File: src/rtl/mac_host_pkg.sv
// mac_host_pkg: shared constants and types for the mac host sequencer.
// Holds MAC_CTRL bit positions, control codes and the FSM state type.
package mac_host_pkg;

    localparam int CTRL_EN      = 7;
    localparam int CTRL_ACC_CLR = 5;
    localparam int CTRL_LOAD_B  = 2;
    localparam int CTRL_START   = 1;
    localparam int CTRL_LOAD_A  = 0;

    localparam logic [7:0] CTRL_IDLE = 8'h80;
    localparam logic [7:0] CTRL_LOAD = 8'h85;
    localparam logic [7:0] CTRL_RUN  = 8'h87;
    localparam logic [7:0] CTRL_CLR  = 8'hA0;

    typedef enum logic [2:0] {
        IDLE,
        LOAD,
        RUN,
        RESP,
        CLR
    } state_t;

endpackage

File: src/rtl/mac_host_if.sv
// mac_host_if: command/response valid-ready bundle of the mac host.
// master = bus/CPU side, slave = mac_host_ctrl.
interface mac_host_if;

    logic        cmd_valid;
    logic        cmd_ready;
    logic [31:0] cmd_a;
    logic [31:0] cmd_b;
    logic        cmd_clr;
    logic        rsp_valid;
    logic        rsp_ready;
    logic [15:0] rsp_data;
    logic        rsp_err;

    modport master (
        output cmd_valid, cmd_a, cmd_b, cmd_clr, rsp_ready,
        input  cmd_ready, rsp_valid, rsp_data, rsp_err
    );

    modport slave (
        input  cmd_valid, cmd_a, cmd_b, cmd_clr, rsp_ready,
        output cmd_ready, rsp_valid, rsp_data, rsp_err
    );

endinterface

File: src/rtl/mac_host_timer.sv
// mac_host_timer: loadable down-counter shared by CLR hold and RUN timeout.
// Ports: clk, reset, load_i/load_val_i, en_i (count down), tc_o (count==0).
module mac_host_timer #(
    parameter int W = 4
) (
    input  logic         clk,
    input  logic         reset,
    input  logic         load_i,
    input  logic         en_i,
    input  logic [W-1:0] load_val_i,
    output logic         tc_o
);

    logic [W-1:0] cnt_q;
    logic [W-1:0] cnt_d;

    always_comb begin
        cnt_d = cnt_q;
        if (load_i) begin
            cnt_d = load_val_i;
        end else if (en_i && (cnt_q != '0)) begin
            cnt_d = cnt_q - 1'b1;
        end
    end

    always_ff @(posedge clk) begin
        if (reset) begin
            cnt_q <= '0;
        end else begin
            cnt_q <= cnt_d;
        end
    end

    assign tc_o = (cnt_q == '0);

endmodule

File: src/rtl/mac_host_ctrl.sv
// mac_host_ctrl: sequences mac LOAD/RUN/CLR for commands from host.
// Ports: clk, reset, host (slave), busy, MAC_INA/INB/CTRL, MAC_OUT, IRQ_MAC.
// Option: MAC_HOST_TIMEOUT_EN aborts RUN after TIMEOUT_CYCLES cycles.
module mac_host_ctrl
    import mac_host_pkg::*;
#(
    parameter int CLR_CYCLES     = 2,
    parameter int TIMEOUT_CYCLES = 64
) (
    input  logic        clk,
    input  logic        reset,
    mac_host_if.slave   host,
    output logic        busy,
    output logic [31:0] MAC_INA,
    output logic [31:0] MAC_INB,
    output logic [7:0]  MAC_CTRL,
    input  logic [15:0] MAC_OUT,
    input  logic        IRQ_MAC
);

    localparam int TLOG = $clog2(TIMEOUT_CYCLES);
    localparam int TW   = (TLOG > 4) ? TLOG : 4;
    localparam logic [TW-1:0] CLR_LD = TW'(CLR_CYCLES - 1);

    state_t      state_q, state_d;
    logic [31:0] ina_q, ina_d;
    logic [31:0] inb_q, inb_d;
    logic        clr_q, clr_d;
    logic [15:0] data_q, data_d;
    logic        tmr_ld, tmr_en, tmr_tc;
    logic [TW-1:0] tmr_val;

`ifdef MAC_HOST_TIMEOUT_EN
    localparam logic [TW-1:0] TO_LD = TW'(TIMEOUT_CYCLES - 1);
    logic        err_q, err_d;
`endif

    // Stale-IRQ guard: never start while the mac still flags completion.
    assign host.cmd_ready = (state_q == IDLE) && !IRQ_MAC && !reset;
    assign host.rsp_valid = (state_q == RESP);
    assign host.rsp_data  = data_q;
    assign busy           = (state_q != IDLE);
    assign MAC_INA        = ina_q;
    assign MAC_INB        = inb_q;

`ifdef MAC_HOST_TIMEOUT_EN
    assign host.rsp_err = err_q;
`else
    assign host.rsp_err = 1'b0;
`endif

    always_comb begin
        state_d = state_q;
        ina_d   = ina_q;
        inb_d   = inb_q;
        clr_d   = clr_q;
        data_d  = data_q;
        tmr_ld  = 1'b0;
        tmr_en  = 1'b0;
        tmr_val = CLR_LD;
`ifdef MAC_HOST_TIMEOUT_EN
        err_d   = err_q;
`endif
        unique case (state_q)
            IDLE: begin
                if (host.cmd_valid && host.cmd_ready) begin
                    ina_d   = host.cmd_a;
                    inb_d   = host.cmd_b;
                    clr_d   = host.cmd_clr;
                    state_d = LOAD;
                end
            end
            LOAD: begin
                state_d = RUN;
`ifdef MAC_HOST_TIMEOUT_EN
                tmr_ld  = 1'b1;
                tmr_val = TO_LD;
`endif
            end
            RUN: begin
                if (IRQ_MAC) begin
                    data_d  = MAC_OUT;
                    state_d = RESP;
`ifdef MAC_HOST_TIMEOUT_EN
                    err_d   = 1'b0;
                end else if (tmr_tc) begin
                    // Abort leaves the accumulator suspect: force a clear.
                    data_d  = '0;
                    err_d   = 1'b1;
                    clr_d   = 1'b1;
                    state_d = RESP;
                end else begin
                    tmr_en  = 1'b1;
`endif
                end
            end
            RESP: begin
                if (host.rsp_ready) begin
                    state_d = clr_q ? CLR : IDLE;
                    tmr_ld  = clr_q;
                end
            end
            CLR: begin
                if (tmr_tc) begin
                    state_d = IDLE;
                end else begin
                    tmr_en  = 1'b1;
                end
            end
            default: state_d = IDLE;
        endcase
    end

    always_ff @(posedge clk) begin
        if (reset) begin
            state_q <= IDLE;
            ina_q   <= '0;
            inb_q   <= '0;
            clr_q   <= 1'b0;
            data_q  <= '0;
        end else begin
            state_q <= state_d;
            ina_q   <= ina_d;
            inb_q   <= inb_d;
            clr_q   <= clr_d;
            data_q  <= data_d;
        end
    end

`ifdef MAC_HOST_TIMEOUT_EN
    always_ff @(posedge clk) begin
        if (reset) begin
            err_q <= 1'b0;
        end else begin
            err_q <= err_d;
        end
    end
`endif

    always_comb begin
        unique case (state_q)
            LOAD:    MAC_CTRL = CTRL_LOAD;
            RUN:     MAC_CTRL = CTRL_RUN;
            CLR:     MAC_CTRL = CTRL_CLR;
            default: MAC_CTRL = CTRL_IDLE;
        endcase
    end

    mac_host_timer #(
        .W (TW)
    ) u_timer (
        .clk        (clk),
        .reset      (reset),
        .load_i     (tmr_ld),
        .en_i       (tmr_en),
        .load_val_i (tmr_val),
        .tc_o       (tmr_tc)
    );

endmodule

File: src/flat_wrapper.sv
// flat-port wrapper written by rule: the top's interface ports become plain ports
module mac_host_ctrl_flat import mac_host_pkg::*;
#(
    parameter int CLR_CYCLES     = 2,
    parameter int TIMEOUT_CYCLES = 64
)
  (clk, reset, busy, MAC_INA, MAC_INB, MAC_CTRL, MAC_OUT, IRQ_MAC, host_cmd_valid, host_cmd_a, host_cmd_b, host_cmd_clr, host_rsp_ready, host_cmd_ready, host_rsp_valid, host_rsp_data, host_rsp_err);
  mac_host_if host_i ();
  input  logic clk;
  input  logic reset;
  output logic busy;
  output logic [31:0] MAC_INA;
  output logic [31:0] MAC_INB;
  output logic [7:0] MAC_CTRL;
  input  logic [15:0] MAC_OUT;
  input  logic IRQ_MAC;
  input wire logic [$bits(host_i.cmd_valid)-1:0] host_cmd_valid;
  input wire logic [$bits(host_i.cmd_a)-1:0] host_cmd_a;
  input wire logic [$bits(host_i.cmd_b)-1:0] host_cmd_b;
  input wire logic [$bits(host_i.cmd_clr)-1:0] host_cmd_clr;
  input wire logic [$bits(host_i.rsp_ready)-1:0] host_rsp_ready;
  output wire logic [$bits(host_i.cmd_ready)-1:0] host_cmd_ready;
  output wire logic [$bits(host_i.rsp_valid)-1:0] host_rsp_valid;
  output wire logic [$bits(host_i.rsp_data)-1:0] host_rsp_data;
  output wire logic [$bits(host_i.rsp_err)-1:0] host_rsp_err;
  assign host_i.cmd_valid = host_cmd_valid;
  assign host_i.cmd_a = host_cmd_a;
  assign host_i.cmd_b = host_cmd_b;
  assign host_i.cmd_clr = host_cmd_clr;
  assign host_i.rsp_ready = host_rsp_ready;
  assign host_cmd_ready = host_i.cmd_ready;
  assign host_rsp_valid = host_i.rsp_valid;
  assign host_rsp_data = host_i.rsp_data;
  assign host_rsp_err = host_i.rsp_err;
  mac_host_ctrl #(.CLR_CYCLES(CLR_CYCLES), .TIMEOUT_CYCLES(TIMEOUT_CYCLES)) u_core (.clk(clk), .reset(reset), .host(host_i), .busy(busy), .MAC_INA(MAC_INA), .MAC_INB(MAC_INB), .MAC_CTRL(MAC_CTRL), .MAC_OUT(MAC_OUT), .IRQ_MAC(IRQ_MAC));
endmodule
File: config.mk
export PLATFORM = sky130hd
export DESIGN_NAME = mac_host_ctrl_flat
export DESIGN_NICKNAME = d
export VERILOG_FILES = /design/src/rtl/mac_host_pkg.sv /design/src/rtl/mac_host_if.sv /design/src/rtl/mac_host_timer.sv /design/src/rtl/mac_host_ctrl.sv /design/src/flat_wrapper.sv
export SDC_FILE = /design/constraint.sdc
export NUM_CORES = 1
export LEC_CHECK = 0
export ABC_AREA = 1
export CAP_MARGIN = 0
export CELL_PAD_IN_SITES_DETAIL_PLACEMENT = 1
export CELL_PAD_IN_SITES_GLOBAL_PLACEMENT = 2
export CORE_MARGIN = 3
export CORE_UTILIZATION = 22
export CTS_CLUSTER_DIAMETER = 50
export CTS_CLUSTER_SIZE = 40
export DETAILED_ROUTE_END_ITERATION = 10
export GPL_TIMING_DRIVEN = 0
export PLACE_DENSITY = 0.82
export SYNTH_ARGS = -nofsm -noshare
export SYNTH_HDL_FRONTEND = slang
export SYNTH_SLANG_ARGS = --single-unit
File: constraint.sdc
create_clock -name clk -period 3.8 [get_ports clk]
set_input_delay 0.38 -clock clk [delete_from_list [all_inputs] [get_ports clk]]
set_output_delay 0.38 -clock clk [all_outputs]
set_load 0.1 [all_outputs]
### Yosys cells after proc, flatten, opt, wreduce, memory -nomap -nowiden

Index checks and enable logic that the tools add are counted.
W data, S select, Z words.

* register bits: 90
* input port bits: 86
* logic and storage cells: 44
* output and inout port bits: 92

* equal/unequal tests: 8
* add/subtract/negate cells: 1
* mux-type cells: 13
* reduce and logical (&&, ||, !) cells: 15

Operators by type and width (number)
* $pmux W6 S3: 1
* $mux W3: 5
* $pmux W3 S5: 1
* $eq A3 B2 Y1 const B: 2
* $logic_not A6 Y1: 1
* $mux W1: 6
* $ne A2 B2 Y1 const B: 3
* $reduce_bool A6 Y1: 1
* $sub A6 B1 Y6 const B: 1
* $logic_and A1 B1 Y1: 4
* $reduce_and A2 Y1: 2
* $reduce_and A4 Y1: 1
* $eq A3 B1 Y1 const B: 1
* $eq A3 B3 Y1 const B: 1
* $logic_not A3 Y1: 1
* $reduce_bool A3 Y1: 1
* $logic_not A1 Y1: 2
* $ne A2 B1 Y1 const B: 1
* $reduce_bool A2 Y1: 1
* $reduce_or A2 Y1: 1

### Depth between registers and ports, before layout

Gate-level depths: netlist of the first run.

* word-level depth: 6
* depth in mapped cells: 11
* gate-level depth less buffers: 9

### Modules after synthesis

Synthesis of the first run repeated with hierarchy kept, for this count alone.

* cells, all modules: 476
* area, all modules: 4047.6 µm²

By module, submodules not included
* mac_host_ctrl: sequential area each 1681.6 µm², cells an instance 408, area an instance 3626.0 µm², times used 1
* mac_host_timer: sequential area each 120.1 µm², cells an instance 68, area an instance 421.7 µm², times used 1

### Least setup slack after synthesis of the first run

OpenSTA, ideal clock, no wires.

* path type: register to register
* start: register u_core.state_q[1]
* end: register u_core.state_q[1]
* library setup time: 0.115 ns
* arrival time: 3.156 ns
* path slack: 0.528 ns
* path buffers: 1
* required time: 3.685 ns
* stages on the path, launching flop included: 8
* period minus slack after synthesis: 3.272 ns
* path through: dfxtp_1 > nor3_1 > nand2_1 > buf_2 > nand2_1 > nor2_1 > o21ai_0 > inv_1

* word-level cells in the longest chain between the ends: 6
* elaborated cells on any way between the ends: 14
* classes of those cells: 8 x eq/ne; 1 x mux; 5 x reduce/logical

RTL lines
* start, declared: line mac_host_ctrl.sv:25 `state_t state_q, state_d;`
* start signal, assigned: line mac_host_ctrl.sv:122 `state_q <= state_d;`
* $logic_not A3 Y1: line mac_host_ctrl.sv:39, mac_host_ctrl.sv:64
* $logic_and A1 B1 Y1 (2 in a row): line mac_host_ctrl.sv:39 `assign host.cmd_ready = (state_q == IDLE) && !IRQ_MAC && !reset;`
* $logic_and A1 B1 Y1: line mac_host_ctrl.sv:66 `if (host.cmd_valid && host.cmd_ready) begin`
* $ne A2 B2 Y1 (no line)
* $reduce_and A4 Y1 (no line)

Parallel ways exist; a longest one is shown, timed or not.
A chain may end at the register's enable or synchronous reset.

### Worst setup path in the final report of the first run

* start: register u_core.state_q[1]
* end: output MAC_CTRL[1]

* word-level cells in the longest chain between the ends: 2
* elaborated cells on any way between the ends: 4
* classes of those cells: 3 x eq/ne; 1 x mux

RTL lines
* $eq A3 B3 Y1 (tied with other cells): line mac_host_ctrl.sv:141 `unique case (state_q)`
* $pmux W6 S3 *: line mac_host_ctrl.sv:141
* end, declared: line flat_wrapper.sv:14 `output logic [7:0] MAC_CTRL;`

Every way passes the cells marked *; elsewhere a longest branch is shown, timed or not.

==> qor.csv, run 1 <==
metric;value;unit
track_usage;0.142;
worstSetupPathType;flop to primary output;
power_leakage;2.17;nW
fmax;347;MHz
port_buffers;171;
first_pass_iters;4;
antenna_cells;0;
design.die.area;17400;µm²
cts-root-buf;clkbuf_16;
core-area;15400;µm²
required;3420;ps
grt_start_max_net_pins;15;
start_kind;flop;
area_growth;66.1;%
numCtsBuffers;9;
path_cells;nand2_1 > inv_2 > buf_2 > clkdlybuf4s50_1;
grt_pass1_vias;3872;
cp_slowest_cell;clkdlybuf4s50_1;
initial_core_util;0.227;
clock-sinks;90;
ant_nets;0;
hold_buffers;0;
yosys_warnings;0;
worst_pin_slew;1020;ps
finalSetupViolations;0;
final_max_slew_viol_count;0;
routedWlPerCell;14.6;µm
grt_pass1_wl;20000;µm
synth_area;3490;µm²
vias;3582;
finalNetCount;724;
ios;178;
worstPathArrival;2500;ps
drt-total-wl;12400;µm
fin_setup_tns;0;ps
drive_gt1_frac;0.0732;
period_needed;2880;ps
ys_ff_latch;90;
clk_latency;340;ps
postPlaceCellArea;5480;µm²
detailedPlacementHpwl;9630;µm
powerDensity;660;nW/µm²
die_width;132;µm
cts_resized;0;
ys_types;26;
hp-class;primary input to flop;
skew;8.96;ps
design_area;5800;µm²
max_stage_delay;1160;ps
htreeDepth;3;
clkSlewWorstSetupHoldPaths;60;ps
row_count;45;
ys_seq_area_frac;0.516;
drv_cap;0;
cts_tree;yes;
end_kind;primary output;
drc;0;
die_h;132;µm
postCtsSetupRepairBufs;0;
antenna_found_initial;0;
vias_per_cell;4.20;
rsz0062_at_grt;no;
drtIter0Drc;95;
clockBufferDepth;2;
vdd.ir_drop.worst;0.000580;V
relSlewSlack;0.315;
crit_fanout;10;
postSynthCellCount;452;
outcome;finished clean;
avgSynthCellArea;7.73;µm²
hold_violations;0;
fin_crit_sh;0.757;
grt_overflow_total;0;
gp_congestion;0.759;
## power by group
group | switching, mW | leakage (nW) | internal, mW
clock | 0.380 | 0.149 | 0.595
combinational | 1.29 | 1.29 | 0.444
sequential | 0.0680 | 0.732 | 1.05
total | 1.74 | 2.17 | 2.09
## placed cells by master, fill, tap and decap left out, types with 6 or more instances in the layout
cell	instances
o21ai_0	18
nand2_1	40
clkbuf_1	12
dfxtp_1	90
clkdlybuf4s50_1	171
a21oi_1	22
inv_1	15
buf_8	6
buf_4	12
nor2_1	140
nand3_1	23
clkbuf_16	9
o21ai_1	50
## critical path, delay by kind of cell (launching register included)
kind                   cells  cell delay (ps)
and+or+nand+nor            1              130
DFF                        1              460
buffers and inverters      3             1550
## per-layer routing
layer,global-route usage,vias up,share of wire
li1,-,1806,-
met1,0.161,1664,0.42
met2,0.247,96,0.49
met3,0.0527,16,0.072
met4,0.0478,0,0.015
met5,0,-,0
## flip-flops by register name, indices dropped and copies added, names as in the netlist
signal,cells
u_core.MAC_INA,32
u_core.MAC_INB,32
u_core.clr_q,1
u_core.host.rsp_data,16
u_core.state_q,3
u_core.u_timer.cnt_q,6
## final timing paths
path         depth (start not counted)                 endpoint  slack [ps]               startpoint
max                                  4              MAC_CTRL[1]         920        u_core.state_q[1]
min                                  3  u_core.host.rsp_data[1]         400                  IRQ_MAC
max reg2reg                          9        u_core.MAC_INB[9]        2210        u_core.state_q[2]
min reg2reg                          2  u_core.host.rsp_data[1]         460  u_core.host.rsp_data[1]
## metrics by stage
step | utilization | power, mW | setup WS [ps] | hold slack, ps | std cells
2_1_floorplan | - | 2.44 | 528 | 446 | 455
3_3_place_gp | 0.357 | 2.86 | 969 | 450 | 837
3_5_place_dp | 0.357 | 2.89 | 959 | 459 | 837
4_1_cts | 0.377 | 3.89 | 896 | 385 | 853
5_1_grt | 0.377 | 4.01 | 770 | 414 | 853
6_report | 0.377 | 3.83 | 922 | 397 | 853
## Yosys cell counts (all sizes together)
cell type    n  share of area
a21oi       22          0.032
a31oi        1         0.0018
buf         25          0.063
clkbuf      10          0.011
conb         2         0.0021
dfxtp       90           0.52
ha           1         0.0036
inv         19          0.020
nand2       43          0.050
nand3       23          0.033
nand4        2         0.0036
nor2       142           0.16
nor3         2         0.0029
o21ai       68          0.097
xnor2        1         0.0025
xor2         1         0.0025
## cell type report
cell class | count | area, µm²
Fill cell | 1825 | 9570
Sequential cell | 90 | 1800
Timing Repair Buffer | 171 | 1710
Multi-Input combinational cell | 311 | 1370
Tap cell | 211 | 264
Buffer | 35 | 258
Clock buffer | 12 | 246
Clock inverter | 4 | 75.1
Inverter | 19 | 71.3
## cell families (layout without fill, tap and decap cells)
group / after synthesis / in the layout / synth area share
simple gates: 212 / 212 / 0.249
compound gates: 91 / 91 / 0.131
flops: 90 / 90 / 0.516
buf+inv: 54 / 241 / 0.0942
other cells: 2 / 5 / 0.00215
xor+xnor: 2 / 2 / 0.00502
fa+ha+maj: 1 / 1 / 0.00358
No activity file was read; power rests on OpenSTA's default activity.
==> inputs of run 2 (changes only) <==
--- a/config.mk
+++ b/config.mk
@@ -10,12 +10,12 @@
 export CELL_PAD_IN_SITES_DETAIL_PLACEMENT = 1
 export CELL_PAD_IN_SITES_GLOBAL_PLACEMENT = 2
 export CORE_MARGIN = 3
-export CORE_UTILIZATION = 22
+export CORE_UTILIZATION = 21
 export CTS_CLUSTER_DIAMETER = 50
 export CTS_CLUSTER_SIZE = 40
 export DETAILED_ROUTE_END_ITERATION = 10
 export GPL_TIMING_DRIVEN = 0
-export PLACE_DENSITY = 0.82
+export PLACE_DENSITY = 0.78
 export SYNTH_ARGS = -nofsm -noshare
 export SYNTH_HDL_FRONTEND = slang
 export SYNTH_SLANG_ARGS = --single-unit
==> constraint.sdc (replaced) <==
create_clock -name clk -period 2.8 [get_ports clk]
set_input_delay 0.28 -clock clk [delete_from_list [all_inputs] [get_ports clk]]
set_output_delay 0.28 -clock clk [all_outputs]
set_load 0.1 [all_outputs]
==> run 2 against run 1 <==
  * Combinational power increased by 36%
  * Routed wire length shrank 5.3%
  * Largest cell class unchanged
  * Final area fell by 0.28%
  * Register-to-register slack worse by 950 ps
  * Utilization fell by 1.7 points
  * Highest routed layer unchanged
  * Die area up 4.5%
  * Sequential power increased by 36%
  * Clock power is 25% higher
  * Via count decreased by 1.1%
  * Worst setup slack lost 750 ps
  * Sequential share of layout area grew 0.087 points
==> qor.csv, run 2 (synthesis gave the netlist of run 1 again) <==
metric;value;unit;change
outcome;finished clean;;
cp_num_buf_inv;2;;-1
rsz0062_at_grt;no;;
hp-class;primary input to flop;;
fin_crit_sh;0.939;;
end_kind;primary output;;
skew;7.49;ps;-1.47 ps
routedWlPerCell;13.7;µm;-5.9%
fmax;380;MHz;
clockBufferDepth;2;;unchanged
port_buffers;171;;unchanged
antenna_cells;0;;unchanged
cp_slowest_cell;clkdlybuf4s50_1;;
worst_pin_slew;1020;ps;-8.17 ps
ios;178;;unchanged
detailedPlacementHpwl;9180;µm;-4.7%
grt_util_met2;0.208;;-0.0390
postCtsSetupRepairBufs;0;;unchanged
post-route-util;0.360;;-0.0172
use_met3;0.0611;;+0.00843
clock-sinks;90;;unchanged
final_max_slew_viol_count;0;;unchanged
area_growth;65.6;%;
track_usage;0.130;;-0.0121
finalSetupViolations;0;;unchanged
gp_congestion;0.780;;+2.7%
final_common_cell;clkdlybuf4s50_1;;
finalPower;5.09;mW;+33%
row_count;46;;+2.2%
top_usage_layer;met2;;
start_kind;flop;;
drive_gt1_frac;0.0763;;+0.00312
relSlewSlack;0.321;;+0.00546
grtUsageMet1;0.153;;-0.00774
drtIter0Drc;97;;+2.1%
r2r-start;u_core.u_timer.cnt_q[0];;
worstSetupPathType;flop to primary output;;
hold_violations;0;;unchanged
drv_cap;0;;unchanged
ant_nets;0;;unchanged
clk_latency;350;ps;about the same
core-area;16100;µm²;+4.5%
layout_common_cells;clkdlybuf4s50_1, nor2_1, dfxtp_1;;
crit_top_cell;nand2_1;;
finalNetCount;724;;unchanged
numCtsBuffers;9;;unchanged
crit_fanout;6;;-4
die_h;135;µm;+2.2%
worstPathArrival;2350;ps;-150 ps
design.die.area;18200;µm²;+4.5%
initial_core_util;0.218;;-0.00972
cts-root-buf;clkbuf_16;;
first_pass_iters;4;;unchanged
critical-path-top-delay-family;buffers and inverters;;
grt_pass1_wl;18700;µm;-6.6%
path_cells;nand2_1 > nand2_1 > buf_4 > clkdlybuf4s50_1;;
htreeDepth;3;;unchanged
grt_pass1_vias;3661;;-5.4%
period_needed;2630;ps;
clkSlewWorstSetupHoldPaths;60;ps;about the same
cts_tree;yes;;
antenna_found_initial;0;;unchanged
grt_overflow_total;0;;unchanged
vias;3541;;-1.1%
drt-total-wl;11800;µm;-5.3%
power_leakage;2.16;nW;-0.31%
powerDensity;880;nW/µm²;+33%
hold_buffers;0;;unchanged
min-delay-start;IRQ_MAC;;
vias_per_cell;4.13;;-1.7%
max_stage_delay;1140;ps;-20 ps
die_width;135;µm;+2.2%
drc;0;;unchanged
required;2520;ps;-900 ps
setup.worst_path.start;u_core.state_q[1];;
vdd.ir_drop.worst;0.000378;V;-35%
grt_start_max_net_pins;16;;+1
fin_setup_tns;0;ps;unchanged
[run 2: worst min-delay path, stage by stage]
cell	delay (ps)
buf_2	150
nand3_1	90
a21oi_1	60
[run 2: stage by stage]
| stage | worst slack, ps | hold slack, ps | cells | instance area (µm²) |
|---|---|---|---|---|
| after floorplan | 265 | 427 | 455 | 3510 |
| final | 170 | 290 | 858 | 5790 |
| after CTS | 131 | 278 | 858 | 5790 |
| after global placement | 166 | 449 | 842 | 5490 |
| after global routing | 76.7 | 300 | 858 | 5790 |
| after detailed placement | 182 | 458 | 842 | 5490 |
[run 2: final timing paths]
path | cells after the start | slack, ps | to
max reg2reg | 8 | 1260 | u_core.state_q[1]
min | 3 | 290 | u_core.host.rsp_data[0]
min reg2reg | 2 | 460 | u_core.host.rsp_data[2]
max | 4 | 170 | MAC_CTRL[0]
[run 2: per-layer routing]
layer | part of all wire | wire length, µm | up-vias
met5 | 0 | 0 | -
met3 | 0.097 | 1140 | 10
met4 | 0.015 | 176 | 0
met2 | 0.45 | 5340 | 117
li1 | - | - | 1807
met1 | 0.43 | 5110 | 1607
[run 2: layout make-up]
| cell class | instances | area [µm²] |
|---|---|---|
| Buffer | 35 | 258 |
| Timing Repair Buffer | 171 | 1710 |
| Clock inverter | 6 | 66.3 |
| Tap cell | 216 | 270 |
| Inverter | 19 | 71.3 |
| Sequential cell | 90 | 1800 |
| Multi-Input combinational cell | 311 | 1380 |
| Fill cell | 1866 | 10300 |
| Clock buffer | 10 | 229 |
[run 2: timing repair]
| action | 4_1_cts | 5_1_grt |
|---|---|---|
| endpoints found under the hold margin | 0 | 0 |
| resized for setup | 1 | 0 |
| setup endpoints to repair | 1 | 0 |
[run 2: power breakdown]
group          internal, mW  leakage, nW  switching [mW]
clock network         0.694        0.135           0.529
logic                 0.599         1.30            1.75
registers              1.43        0.732          0.0940
==> RTL change (config.mk and constraints of run 2) <==
`TIMEOUT_CYCLES` is set to 64 in 2 places; all go to 256.
--- a/src/rtl/mac_host_ctrl.sv
+++ b/src/rtl/mac_host_ctrl.sv
@@ -5,7 +5,7 @@
     import mac_host_pkg::*;
 #(
     parameter int CLR_CYCLES     = 2,
-    parameter int TIMEOUT_CYCLES = 64
+    parameter int TIMEOUT_CYCLES = 256
 ) (
     input  logic        clk,
     input  logic        reset,
--- a/src/flat_wrapper.sv
+++ b/src/flat_wrapper.sv
@@ -2,7 +2,7 @@
 module mac_host_ctrl_flat import mac_host_pkg::*;
 #(
     parameter int CLR_CYCLES     = 2,
-    parameter int TIMEOUT_CYCLES = 64
+    parameter int TIMEOUT_CYCLES = 256
 )
   (clk, reset, busy, MAC_INA, MAC_INB, MAC_CTRL, MAC_OUT, IRQ_MAC, host_cmd_valid, host_cmd_a, host_cmd_b, host_cmd_clr, host_rsp_ready, host_cmd_ready, host_rsp_valid, host_rsp_data, host_rsp_err);
   mac_host_if host_i ();
Check against the original RTL: no difference found for any inputs over 10 cycles, from zero or initial values and one cycle with reset high; that may be too few to reach the edited logic, so the function may still have changed.
==> RTL change against run 2 <==
  * Area after synthesis up 2.7%
  * Power fell by 4.2%
  * Sequential cell count increased by 2
  * Worst setup slack improved by 0.0021 ns
  * Design area is 3.2% higher
  * Via count is 4.3% higher
  * Sequential share of layout area fell by 0.30 points
  * Critical path depth shrank 1
  * Routed wire length rose by 4.3%
  * Cell count is 2.2% higher
  * Critical endpoint unchanged
==> RTL change: results (changes against run 2) <==
stage,metric,value,unit,change
status,status,"complete, no violations",,
clock_tree,clk_pin_slew,0.06,ns,about the same
finish,layout.nets,740,,+2.2%
sta,relSlewSlack,0.324,,+0.00367
clock_tree,worst_skew_pair.late_latency,0.34,ns,
placed_design,hpwl,9510,um,+3.6%
logic_synthesis,ys.warnings.count,0,,unchanged
clock_tree,numCtsBuffers,9,,unchanged
placed_design,gp_congestion,0.732,,-6.1%
power,leakage,2.25,nW,+3.8%
routing,drt-initial-drc-count,117,,+21%
grt,grt_util_all_layers,0.133,,+0.00265
finish,drive_above_1_share,0.0776,,+0.00130
routing,wl_per_cell,14.0,um,+2.0%
logic_synthesis,ys_top_cells_by_area,"dfxtp_1 (51%), nor2_1 (15%), o21ai_0 (8.5%)",,
logic_synthesis,ys_top_cells_by_count,"nor2_1 (139), dfxtp_1 (92), o21ai_0 (61), nand2_1 (44), nand3_1 (28)",,
sta,fin_worst_skew,0.00586,ns,-0.00162 ns
logic_synthesis,ys_types,27,,+3.8%
grt,grt_pass1_vias,3852,,+5.2%
logic_synthesis,yosysSeqAreaShare,0.513,,-0.00233
setup_path,cp_max_fo,5,,-1
power,p_switching,1.93,mW,-18%
power,irDropWorstVdd,0.697,mV,+85%
grt,grt_pass1_wl,19500,um,+4.3%
grt,grt_max_degree,16,,unchanged
routing,vias,3693,,+4.3%
-- RTL change: critical path: stages, from the launching register on --
cell             delay, ns
dfxtp_1               0.42
inv_1                 0.11
o21ai_1               0.28
clkdlybuf4s50_1       1.19
-- RTL change: cells by family after synthesis --
group / synth area share
compound gates: 0.137
other cells: 0.00209
simple gates: 0.247
xor+xnor: 0.00488
fa+ha+maj: 0.00697
flops: 0.513
buf+inv: 0.0886
-- RTL change: layout make-up --
type	instances	area, um^2
fillers	1974	10700
flip-flops and latches	92	1840
repair buffers	171	1710
multi-input cells	325	1440
well taps	220	275
plain buffers	34	246
clock buffers	9	225
clock inverters	7	163
inverters	19	71.3
-- RTL change: path summary, 6_finish.rpt --
path | startpoint | depth (start not counted) | end | slack [ns]
worst min-delay path | IRQ_MAC | 3 | u_core.host.rsp_data[3] | 0.29
worst max-delay path | u_core.state_q[1] | 3 | MAC_CTRL[0] | 0.17
worst max register to register | u_core.u_timer.cnt_q[0] | 8 | u_core.u_timer.cnt_q[0] | 1.07
worst min register to register | u_core.host.rsp_data[3] | 2 | u_core.host.rsp_data[3] | 0.46
-- RTL change: metal layers --
metal  part of all wire  wire length, um  global-route usage  up-vias
met5                  0                0                   0        -
met1               0.42             5210               0.159     1714
li1                   -                -                   -     1861
met3              0.083             1010              0.0500       12
met2               0.48             5890               0.219      106
met4              0.013              159              0.0437        0
-- RTL change: timing repair --
item / in CTS / in global routing
resized for setup: 1 / 3
gates cloned: 0 / 0
buffers inserted: 0 / 0
setup endpoints to repair: 1 / 2
-- RTL change: power groups by stage --
stage | Sequential, mW | Combinational, mW | Clock, mW
floorplan | 2.24 | 0.614 | 0
global placement | 1.51 | 1.80 | 0
detailed placement | 1.52 | 1.82 | 0
CTS | 1.49 | 1.83 | 1.64
global route | 1.51 | 1.91 | 1.70
finish | 1.49 | 1.80 | 1.58
-- RTL change: per-stage QoR --
step                total power, mW  utilization  setup WS, ns  area, um^2  cells
floorplan                      2.85            -         0.110        3600    470
global placement               3.32        0.336         0.204        5590    861
detailed placement             3.35        0.336         0.200        5590    861
CTS                            4.96        0.359        0.0459        5970    877
global route                   5.11        0.359       0.00620        5970    877
finish                         4.88        0.359         0.172        5970    877
